File: config.mk
export PLATFORM = sky130hd
export DESIGN_NAME = serial_adder_ctrl
export DESIGN_NICKNAME = d
export VERILOG_FILES = /design/src/rtl/serial_adder_ctrl_pkg.sv /design/src/rtl/serial_adder_ctrl_fa_cell.sv /design/src/rtl/serial_adder_ctrl.sv
export SDC_FILE = /design/constraint.sdc
export NUM_CORES = 1
export LEC_CHECK = 0
export CAP_MARGIN = 20
export CORE_ASPECT_RATIO = 0.9
export CORE_MARGIN = 2
export CORE_UTILIZATION = 40
export CTS_CLUSTER_SIZE = 8
export DETAILED_ROUTE_END_ITERATION = 10
export GPL_TIMING_DRIVEN = 0
export PLACE_DENSITY_LB_ADDON = 0.25
export SYNTH_ARGS = -nofsm -noshare
export SYNTH_HDL_FRONTEND = slang
export SYNTH_SLANG_ARGS = --single-unit
File: constraint.sdc
create_clock -name clk -period 3 [get_ports clk]
set_input_delay 0.3 -clock clk [delete_from_list [all_inputs] [get_ports clk]]
set_output_delay 0.3 -clock clk [all_outputs]
set_load 0.01 [all_outputs]
File: src/rtl/serial_adder_ctrl_pkg.sv
// Shared definitions for the bit-serial add/subtract controller.
//   S_IDLE / S_RUN / S_DONE : FSM state encodings (2-bit, legacy-compatible values)
//   can_accept()            : true in the states where a start request is sampled
package serial_adder_ctrl_pkg;

  localparam logic [1:0] S_IDLE = 2'd0;
  localparam logic [1:0] S_RUN  = 2'd1;
  localparam logic [1:0] S_DONE = 2'd2;

  // start is only honoured when no operation is in flight.
  function automatic logic can_accept(input logic [1:0] st);
    return (st == S_IDLE) || (st == S_DONE);
  endfunction

endpackage

File: src/rtl/serial_adder_ctrl_fa_cell.sv
// Gate-level full adder built only from 2-input NAND gates.
// Ports:
//   a, b, c : input bits (c is the carry-in)
//   s       : sum      = a ^ b ^ c
//   co      : carry-out = majority(a, b, c)
module fa_cell (
  input  logic a,
  input  logic b,
  input  logic c,
  output logic s,
  output logic co
);

  logic n_ab;   // ~(a & b)
  logic n_a;
  logic n_b;
  logic x_ab;   // a ^ b
  logic n_xc;   // ~(x_ab & c)
  logic n_x;
  logic n_c;

  // Classic nine-NAND full adder: first half-adder forms a^b, second adds c.
  nand g0 (n_ab, a,    b);
  nand g1 (n_a,  a,    n_ab);
  nand g2 (n_b,  b,    n_ab);
  nand g3 (x_ab, n_a,  n_b);
  nand g4 (n_xc, x_ab, c);
  nand g5 (n_x,  x_ab, n_xc);
  nand g6 (n_c,  c,    n_xc);
  nand g7 (s,    n_x,  n_c);
  // co = (a & b) | ((a ^ b) & c)
  nand g8 (co,   n_xc, n_ab);

endmodule

File: src/rtl/serial_adder_ctrl.sv
// Bit-serial add/subtract controller around a single fa_cell.
// Operands are captured on an accepted start and processed LSB first,
// one bit per clock; the result is shifted into sum from the top.
// Ports:
//   clk, rst_n      : clock, asynchronous active-low reset
//   start           : request, sampled only in IDLE or DONE
//   sub             : 0 = a+b+cin, 1 = a-b (cin ignored)
//   cin             : carry-in for add
//   a_in, b_in      : operands, captured on an accepted start
//   busy            : high while the operation runs (WIDTH cycles)
//   done            : one-cycle result-valid pulse
//   sum, cout, ovf  : result, final carry, signed overflow (held until next accept)
//   dbg_state       : current FSM state, for observation
//
// Handshake: a request is accepted on any rising edge where start=1 and the
// controller is in IDLE or DONE. busy=1 for exactly WIDTH cycles after that
// edge; done=1 for the single cycle after the last bit. Requests during busy
// are dropped, and input changes during busy are never observed.
module serial_adder_ctrl
  import serial_adder_ctrl_pkg::*;
#(
  parameter int WIDTH = 8
) (
  input  logic             clk,
  input  logic             rst_n,
  input  logic             start,
  input  logic             sub,
  input  logic             cin,
  input  logic [WIDTH-1:0] a_in,
  input  logic [WIDTH-1:0] b_in,
  output logic             busy,
  output logic             done,
  output logic [WIDTH-1:0] sum,
  output logic             cout,
  output logic             ovf,
  output logic [1:0]       dbg_state
);

  localparam int CNT_W = $clog2(WIDTH);

  logic [1:0]       state;
  logic [WIDTH-1:0] areg;
  logic [WIDTH-1:0] breg;
  logic             carry;
  logic [CNT_W-1:0] cnt;
  logic             fa_s;
  logic             fa_co;
  logic             last_bit;

  fa_cell u_fa (
    .a  (areg[0]),
    .b  (breg[0]),
    .c  (carry),
    .s  (fa_s),
    .co (fa_co)
  );

  assign last_bit = (cnt == CNT_W'(WIDTH - 1));

  always_ff @(posedge clk or negedge rst_n) begin
    if (!rst_n) begin
      state <= S_IDLE;
      areg  <= '0;
      breg  <= '0;
      carry <= 1'b0;
      cnt   <= '0;
      sum   <= '0;
      cout  <= 1'b0;
      ovf   <= 1'b0;
    end else begin
      case (state)
        S_IDLE, S_DONE: begin
          if (start && can_accept(state)) begin
            // Subtraction is a + ~b + 1, so invert b and force the carry-in.
            areg  <= a_in;
            breg  <= sub ? ~b_in : b_in;
            carry <= sub ? 1'b1 : cin;
            cnt   <= '0;
            sum   <= '0;
            cout  <= 1'b0;
            ovf   <= 1'b0;
            state <= S_RUN;
          end else begin
            state <= S_IDLE;
          end
        end
        S_RUN: begin
          sum   <= {fa_s, sum[WIDTH-1:1]};
          carry <= fa_co;
          areg  <= areg >> 1;
          breg  <= breg >> 1;
          cnt   <= cnt + CNT_W'(1);
          if (last_bit) begin
            // On the MSB step the carry flop still holds the carry into
            // the MSB, so overflow is formed directly from it here.
            state <= S_DONE;
            cout  <= fa_co;
            ovf   <= carry ^ fa_co;
          end
        end
        default: state <= S_IDLE;
      endcase
    end
  end

  assign busy      = (state == S_RUN);
  assign done      = (state == S_DONE);
  assign dbg_state = state;

endmodule

## Yosys cells after proc, flatten, opt, wreduce, memory -nomap -nowiden

Cells that the tools add are included.

- Output and inout bits: 14
- Bits in registers: 32
- Input port bits: 21

- Muxes and demuxes: 20
- Reductions and logical operators: 7
- Add/subtract/negate cells: 1
- Bitwise logic cells: 20
- Equal/unequal tests: 5

Operator list:

| cell | number |
|---|---|
| 8-bit one-hot mux with 2 select lines | 3 |
| 8-bit two-way mux | 4 |
| 1-bit AND | 9 |
| 1-bit NOT | 9 |
| 8-bit NOT | 1 |
| 1-bit two-way mux | 6 |
| 1-bit one-hot mux with 2 select lines | 3 |
| 3-bit one-hot mux with 2 select lines | 1 |
| 2-bit one-hot mux with 2 select lines | 1 |
| 3-bit by 1-bit adder with 3-bit output (second input constant) | 1 |
| 3-bit equality test (second input constant) | 1 |
| 3-bit two-way mux | 1 |
| 3-bit AND reduction | 1 |
| 2-bit by 1-bit equality test with 1-bit output (second input constant) | 1 |
| 2-bit equality test (second input constant) | 1 |
| 2-bit zero test | 1 |
| 2-bit two-way mux | 1 |
| 2-bit by 1-bit != test with 1-bit output (second input constant) | 1 |
| 2-bit != test (second input constant) | 1 |
| 2-bit AND reduction | 1 |
| 2-bit nonzero test | 1 |
| 2-bit OR reduction | 1 |
| 1-bit logical AND | 1 |
| 1-bit logical OR | 1 |
| 1-bit bitwise XOR | 1 |

## Logic depth before layout (Yosys ltp)

Gate-level depths: netlist of run 1.

- Word-level depth: 13
- Mapped depth: 5
- Mapped depth without buffers: 5

## Hierarchy

From an unflattened synthesis of run 1, not the netlist that was laid out.

- Cell total of the unflattened synthesis: 110
- Area total of the unflattened synthesis: 1,450.1 um2

Modules (own cells, without submodules):

| module | area an instance (um2) | cells an instance | sequential area each (um2) | instances |
|---|---|---|---|---|
| serial_adder_ctrl | 1,430.1 | 109 | 800.8 | 1 |
| fa_cell | 20.0 | 1 | 0.0 | 1 |

## Worst setup path after synthesis of run 1

No wires, ideal clock.

- Path kind: flip-flop to flip-flop
- Start: reg carry
- End: reg carry
- Arrival time: 1.179 ns
- Setup slack: 1.695 ns
- Library setup time: 0.126 ns
- Cell stages (with the launch flop): 3
- Cells stage by stage: dfrtp_1 > fa_1 > a221o_1

- Longest elaborated chain between the ends: 5

RTL lines:

| item | line | text |
|---|---|---|
| start: declaration | serial_adder_ctrl.sv:44 | `logic carry;` |
| start signal: assignment | serial_adder_ctrl.sv:77 | `carry <= sub ? 1'b1 : cin;` |
| start signal: assignment | serial_adder_ctrl.sv:89 | `carry <= fa_co;` |
| 1-bit AND | serial_adder_ctrl_fa_cell.sv:27 | `nand g4 (n_xc, x_ab, c);` |
| 1-bit NOT | serial_adder_ctrl_fa_cell.sv:27 |  |
| 1-bit AND | serial_adder_ctrl_fa_cell.sv:32 | `nand g8 (co, n_xc, n_ab);` |
| 1-bit NOT | serial_adder_ctrl_fa_cell.sv:32 |  |
| 1-bit one-hot mux with 2 select lines | serial_adder_ctrl.sv:71 | `case (state)` |

Every way passes these cells.
A chain may end at the register's enable or synchronous reset.

## Final worst setup path of run 1

- Start: reg state[1] (netlist: dbg_state[1])
- End: out busy

- Longest elaborated chain between the ends: 1

RTL lines:

| item | line | text |
|---|---|---|
| start: declaration | serial_adder_ctrl.sv:41 | `logic [1:0] state;` |
| start signal: assignment | serial_adder_ctrl.sv:62 | `state <= S_IDLE;` |
| start signal: assignment | serial_adder_ctrl.sv:82 | `state <= S_RUN;` |
| start signal: assignment | serial_adder_ctrl.sv:84 | `state <= S_IDLE;` |
| 2-bit by 1-bit equality test with 1-bit output | serial_adder_ctrl.sv:106 | `assign busy = (state == S_RUN);` |
| end: declaration | serial_adder_ctrl.sv:31 | `output logic busy,` |

Every way passes these cells.

==> flow_metrics.py, run 1 <==
metrics = {
    "cts": {
        "numCtsBuffers": 5,
        "postCtsResizedCells": 0,
        "htree_levels": 2,
        "cts.clk_slew.worst_paths_ns": 0.07,
        "hold_buffers": 0,
        "cts_setup_buffers": 0,
        "clock_latency_ns": 0.29,
        "clkSinkCount": 32,
        "cts_buffer_depth": 2,
        "cts_tree": "built",
        "clockRootBuffer": "clkbuf_8",
    },
    "global_routing": {
        "gr-total-overflow": 0,
        "grt_pass1_vias": 939,
        "grt_use_total_pct": 15.9,
        "grt_pass1_wl_um": 4590,
        "antenna_found_initial": 0,
        "grt_max_degree": 33,
    },
    "route": {
        "wl_per_cell_um": 14.3,
        "via_per_inst": 5.11,
        "post-route-drc-count": 0,
        "drt-total-wl_um": 2790,
        "first_pass_iters": 2,
        "ant_nets": 0,
        "drt_iter0_drc": 36,
        "vias": 997,
    },
    "yosys": {
        "syn-instance-count": 110,
        "yosysTopAreaCell": "dfrtp_1",
        "syn-num-nets": 134,
        "ys_types": 24,
        "synth_top_area_share_pct": 55.5,
        "syn_avg_cell_area_um2": 13.1,
        "ys_seq_area_share_pct": 55.5,
        "yosys_warnings": 0,
        "ys_ff_latch": 32,
        "synth_area_leaders": "dfrtp_1 56%, a22o_1 12%, a221o_1 5.6%, xnor2_1 4.9%, buf_6 3.9%",
        "syn_area_mm2": 0.00144,
    },
    "timing": {
        "worstMarginPinSlew_ns": 0.691,
        "period_minus_slack_ns": 2.15,
        "setup_viol": 0,
        "clock_skew_ns": 0.00952,
        "fin_crit_sh_pct": 71.6,
        "tns_ns": 0,
        "drv_slew": 0,
        "relSlewSlack_pct": 54.0,
        "max_freq_mhz": 466,
        "rsz0062_at_grt": "no",
        "final-hold-violation-count": 0,
    },
    "floorplanning": {
        "ioPinCount": 35,
        "die_area_mm2": 0.00410,
        "core_region_area_mm2": 0.00340,
        "num_rows": 20,
        "die_h_um": 61.0,
        "die_w_um": 67.3,
        "initial_core_util_pct": 42.4,
    },
    "power_and_ir_drop": {
        "power.leakage_nw": 0.915,
        "power_density_mw_per_mm2": 1090,
        "p_clk_share_pct": 21.0,
        "netSwitchingFraction_pct": 31.7,
        "p_sw_w": 0.000673,
        "p_int_w": 0.00145,
        "combPwrFrac_pct": 43.2,
        "ir_drop_v": 0.000369,
        "seq_power_share_pct": 35.8,
    },
    "critical_path": {
        "setup.worst_path.end_class": "output pin",
        "startpoint": "dbg_state[1]",
        "cp-start-kind": "register",
        "cp_top_family": "buffers and inverters",
        "cpMaxStageDelayCell": "clkdlybuf4s50_1",
        "cp.required_ns": 2.70,
        "path_cells": "and2b_4, buf_6, buf_6, clkdlybuf4s50_1",
        "path_max_fanout": 10,
        "critical_path.reg2reg.startpoint": "carry",
        "critPathKind": "register to output pin",
        "slowest_delay_ns": 0.54,
        "critPathMostFrequentCell": "buf_6",
        "worstPathArrival_ns": 1.85,
        "critPathBufInv": 3,
    },
    "finish": {
        "finalInstanceArea_mm2": 0.00195,
        "nNetsFinal": 174,
        "area.growth.synth_to_final_pct": 35.1,
        "final_util_pct": 57.3,
        "antenna_cells": 0,
        "drive_gt1_share_pct": 14.6,
    },
    "job": {
        "maxCapViolCount": 0,
    },
    "place": {
        "port_buffers": 33,
        "place_area_mm2": 0.00182,
        "dp_hpwl_um": 1990,
        "gp_congestion": 0.761,
    },
    "worst_hold_path": {
        "min_path_type": "primary input to asynchronous set/reset pin",
    },
    "run_status": {
        "outcome": "finished clean",
    },
}
==> metrics by stage <==
step	instances	hold WS [ns]	worst slack [ns]	power, W
after floorplan	110	0.00441	1.70	0.00137
after global placement	187	0.459	1.04	0.00166
after detailed placement	187	0.390	1.15	0.00169
after CTS	195	0.0780	0.828	0.00214
after global routing	195	0.111	0.788	0.00227
final	195	0.0546	0.853	0.00212
==> per-layer routing <==
layer	track usage [%]	up-vias	part of all wire, %
met1	21.1	479	47
li1	-	484	-
met5	0	-	0
met3	6.31	4	6.5
met4	7.00	0	0.86
met2	23.2	30	45
==> placed cells by master (no fill, tap or decap), drive strengths merged <==
cell / synthesis / routed
clkdlybuf4s50: 0 / 32
a22o: 19 / 19
o21ai: 2 / 2
bufinv: 0 / 1
nand3: 3 / 3
nand3b: 1 / 1
fa: 1 / 1
inv: 2 / 2
dfrtp: 32 / 32
ha: 2 / 2
and2b: 2 / 2
nand2: 1 / 1
a221o: 8 / 8
a21o: 7 / 7
nor2: 10 / 10
nand2b: 1 / 1
buf: 8 / 9
xor2: 1 / 1
clkbuf: 0 / 7
nor2b: 1 / 1
mux2: 1 / 1
xnor2: 8 / 8
==> synth_stat cells <==
library cell / count
mux2_4: 1
xnor2_1: 8
nor2_8: 1
nand3_1: 3
a22o_1: 19
buf_6: 5
nand2_1: 1
inv_2: 1
nand3b_1: 1
inv_1: 1
buf_4: 1
and2b_4: 1
o21ai_1: 2
buf_2: 2
fa_1: 1
nor2_1: 9
and2b_1: 1
ha_1: 2
dfrtp_1: 32
nand2b_1: 1
nor2b_2: 1
xor2_1: 1
a221o_1: 8
a21o_1: 7
==> state kept, by name, indices dropped and copies added (netlist names) <==
signal and cells:
cout 1, ovf 1, cnt 3, breg 8
dbg_state 2, carry 1, areg 8, sum 8
==> kinds of logic (layout without fill, tap and decap cells) <==
kind of cell               after synthesis  count (layout)  share of synthesized area [%]
adders and majority gates                3               3                           3.12
and+or+nand+nor                         19              19                           7.81
xor gates and xnor gates                 9               9                           5.46
AOI/OAI and AO/OA                       36              36                           21.4
DFF                                     32              32                           55.5
muxes                                    1               1                           1.04
buffers and inverters                   10              51                           5.64
==> path summary, 6_finish.rpt <==
path | slack [ns] | to | cells past startpoint
min in group clk | 0.48 | areg[4] | 1
max reg2reg | 1.65 | carry | 2
max in group asynchronous | 2.50 | areg[1] | 1
min | 0.05 | dbg_state[0] | 1
max | 0.85 | busy | 4
min reg2reg | 0.48 | areg[4] | 1
==> cell type report <==
cell class              instances  area [µm²]
clock inverters                 1        30.0
multi-input cells              68         561
flip-flops and latches         32         801
repair buffers                 33         325
well taps                      44        55.1
plain buffers                   8        73.8
inverters                       2        7.51
fillers                       302        1450
clock buffers                   7        96.3
==> worst register-to-register path: stages, from the launching register on <==
cell     delay, ns
dfrtp_1       0.43
fa_1          0.49
a221o_1       0.33
==> power groups by stage <==
stage	clock [W]	combinational, W	sequential, W
6_report	0.000447	0.000917	0.000759
5_1_grt	0.000474	0.00101	0.000784
4_1_cts	0.000456	0.000928	0.000760
3_5_place_dp	0	0.000926	0.000765
3_3_place_gp	0	0.000903	0.000757
2_1_floorplan	0	0.000605	0.000766
No activity file was read; power rests on OpenSTA's default activity.
==> run 2, diff against run 1 <==
==> constraint.sdc (replaced) <==
create_clock -name clk -period 1.8 [get_ports clk]
set_input_delay 0.18 -clock clk [delete_from_list [all_inputs] [get_ports clk]]
set_output_delay 0.18 -clock clk [all_outputs]
set_load 0.01 [all_outputs]
==> run 2 against run 1 <==
Effect of this change: via count decreased by 0.50%; clock power rose by 66%; register-to-register slack worse by 1.2 ns; power rose by 66%; die area did not move; combinational power grew 66%; flip-flop and latch count did not move; final cell count up 0.51%; global-route usage unchanged; clock-buffer cell count unchanged; setup slack got worse by 0.78 ns; critical path type unchanged; largest power group unchanged.
==> flow_metrics.py, run 2 (synthesized netlist as in run 1, its figures left out) <==
metrics = {
    "timing": {
        "clock_skew_ns": 0.00950,
        "worstMarginPinSlew_ns": 0.699,
        "fin_crit_sh_pct": 96.2,
        "setup_viol": 0,
        "final-hold-violation-count": 0,
        "rsz0062_at_grt": "no",
        "tns_ns": 0,
        "fin_ws_ns": 0.0684,
        "period_minus_slack_ns": 1.73,
        "relSlewSlack_pct": 53.4,
        "max_freq_mhz": 578,
        "drv_slew": 0,
    },
    "global_routing": {
        "antenna_found_initial": 0,
        "grt_max_degree": 33,
        "grt_use_total_pct": 15.9,
        "grt_pass1_wl_um": 4590,
        "gr-total-overflow": 0,
        "grtUsageMet2_pct": 23.2,
        "met3_usage_pct": 6.31,
        "top_usage_layer": "met2",
        "grt_pass1_vias": 939,
        "grt_use_met1_pct": 21.1,
    },
    "critical_path": {
        "critical_path.reg2reg.startpoint": "carry",
        "startpoint": "dbg_state[1]",
        "rrSetupSlack_ns": 0.45,
        "setup.worst_path.end_class": "output pin",
        "path_max_fanout": 10,
        "r2r-end": "carry",
        "crit_end": "busy",
        "cp.required_ns": 1.62,
        "critPathKind": "register to output pin",
        "worstPathArrival_ns": 1.55,
        "cp-start-kind": "register",
        "reg2reg_depth": 2,
    },
    "place": {
        "gp_congestion": 0.761,
        "dp_hpwl_um": 1990,
        "pre_cts_ws_ns": 0.0723,
        "placed_cells": 187,
        "port_buffers": 33,
    },
    "job": {
        "maxCapViolCount": 0,
    },
    "power_and_ir_drop": {
        "seq_power_share_pct": 35.8,
        "combPwrFrac_pct": 43.2,
        "p_int_w": 0.00241,
        "netSwitchingFraction_pct": 31.7,
        "ir_drop_v": 0.000608,
        "finalPower_w": 0.00353,
        "p_clk_share_pct": 21.0,
        "p_sw_w": 0.00112,
        "power.leakage_nw": 0.920,
        "power_density_mw_per_mm2": 1800,
    },
    "floorplanning": {
        "die_area_mm2": 0.00410,
        "core_region_area_mm2": 0.00340,
        "ioPinCount": 35,
        "die_h_um": 61.0,
        "die_w_um": 67.3,
        "initial_core_util_pct": 42.4,
        "num_rows": 20,
    },
    "finish": {
        "final_cells": 196,
        "final_util_pct": 57.6,
        "nNetsFinal": 175,
        "multi_input_area_um2": 561,
        "layout_commonest_cell": "dfrtp_1",
        "reg_top3": "areg: 8 flops, breg: 8 flops, sum: 8 flops",
        "antenna_cells": 0,
        "drive_gt1_share_pct": 14.5,
        "nFillCells": 301,
        "regArea_um2": 801,
        "area.growth.synth_to_final_pct": 35.8,
        "mostFrequentLayoutCells": "32 x dfrtp_1, 31 x clkdlybuf4s50_1, 19 x a22o_1, 9 x nor2_1",
    },
    "cts": {
        "numCtsBuffers": 5,
        "clock_latency_ns": 0.29,
        "cts_setup_buffers": 0,
        "cts_buffer_depth": 2,
        "cts_tree": "built",
        "clockRootBuffer": "clkbuf_8",
        "cts.clk_slew.worst_paths_ns": 0.07,
        "htree_levels": 2,
        "clkSinkCount": 32,
    },
    "route": {
        "drt_iter0_drc": 56,
        "ant_nets": 0,
        "post-route-drc-count": 0,
        "wl_per_cell_um": 14.2,
        "drt-total-wl_um": 2790,
        "first_pass_iters": 3,
        "vias": 992,
        "via_per_inst": 5.06,
    },
    "worst_hold_path": {
        "min_path_type": "primary input to register",
    },
    "run_status": {
        "outcome": "finished clean",
    },
}
==> run 2: cell count changes in the layout (fill, tap and decap cells not counted) <==
cell and change:
dlygate4sd3_1 +1, clkdlybuf4s50_1 -1, clkdlybuf4s15_1 +1
==> run 2: stage by stage <==
step	cell area, µm²	hold WS (ns)
after CTS	1960	0.412
after global placement	1830	0.459
after global routing	1960	0.435
final	1960	0.415
after floorplan	1440	-0.116
after detailed placement	1820	0.270
==> run 2: worst min path at each step <==
stage | startpoint | end | slack, ns | cells after the start
detailed placement | rst_n | sum[6] | 0.27 | 1
CTS | sub | breg[7] | 0.41 | 3
global route | sub | breg[7] | 0.44 | 3
floorplan | rst_n | areg[0] | -0.12 | 0
global placement | areg[5] | areg[5] | 0.46 | 1
finish | sub | carry | 0.42 | 4
==> run 2: power by group through the flow <==
stage / sequential (W) / combinational (W) / clock [W]
2_1_floorplan: 0.00128 / 0.00101 / 0
3_3_place_gp: 0.00126 / 0.00151 / 0
3_5_place_dp: 0.00128 / 0.00154 / 0
4_1_cts: 0.00127 / 0.00154 / 0.000759
5_1_grt: 0.00131 / 0.00168 / 0.000791
6_report: 0.00126 / 0.00152 / 0.000743
==> run 2: metal layers <==
layer | wire, µm | part of all wire, % | vias up
li1 | - | - | 484
met1 | 1320 | 47 | 474
met2 | 1240 | 44 | 28
met3 | 183 | 6.6 | 6
met4 | 44 | 1.6 | 0
met5 | 0 | 0 | -
==> run 2: timing repair <==
item                                    4_1_cts  5_1_grt
hold buffers                                  1        0
endpoints found under the setup margin        1        1
endpoints found under the hold margin        32        0
resized for setup                             1        1
==> run 2: critical path, stage by stage (launching register included) <==
cell and delay, ns:
dfrtp_1 0.40, and2b_4 0.31, buf_6 0.16, buf_6 0.15, clkdlybuf4s15_1 0.24
==> run 2: layout make-up <==
type	count	share of cell area [%]
Sequential cell	32	40.9
Multi-Input combinational cell	68	28.6
Timing Repair Buffer	34	17.1
Clock buffer	7	4.92
Buffer	8	3.77
Tap cell	44	2.81
Clock inverter	1	1.53
Inverter	2	0.383
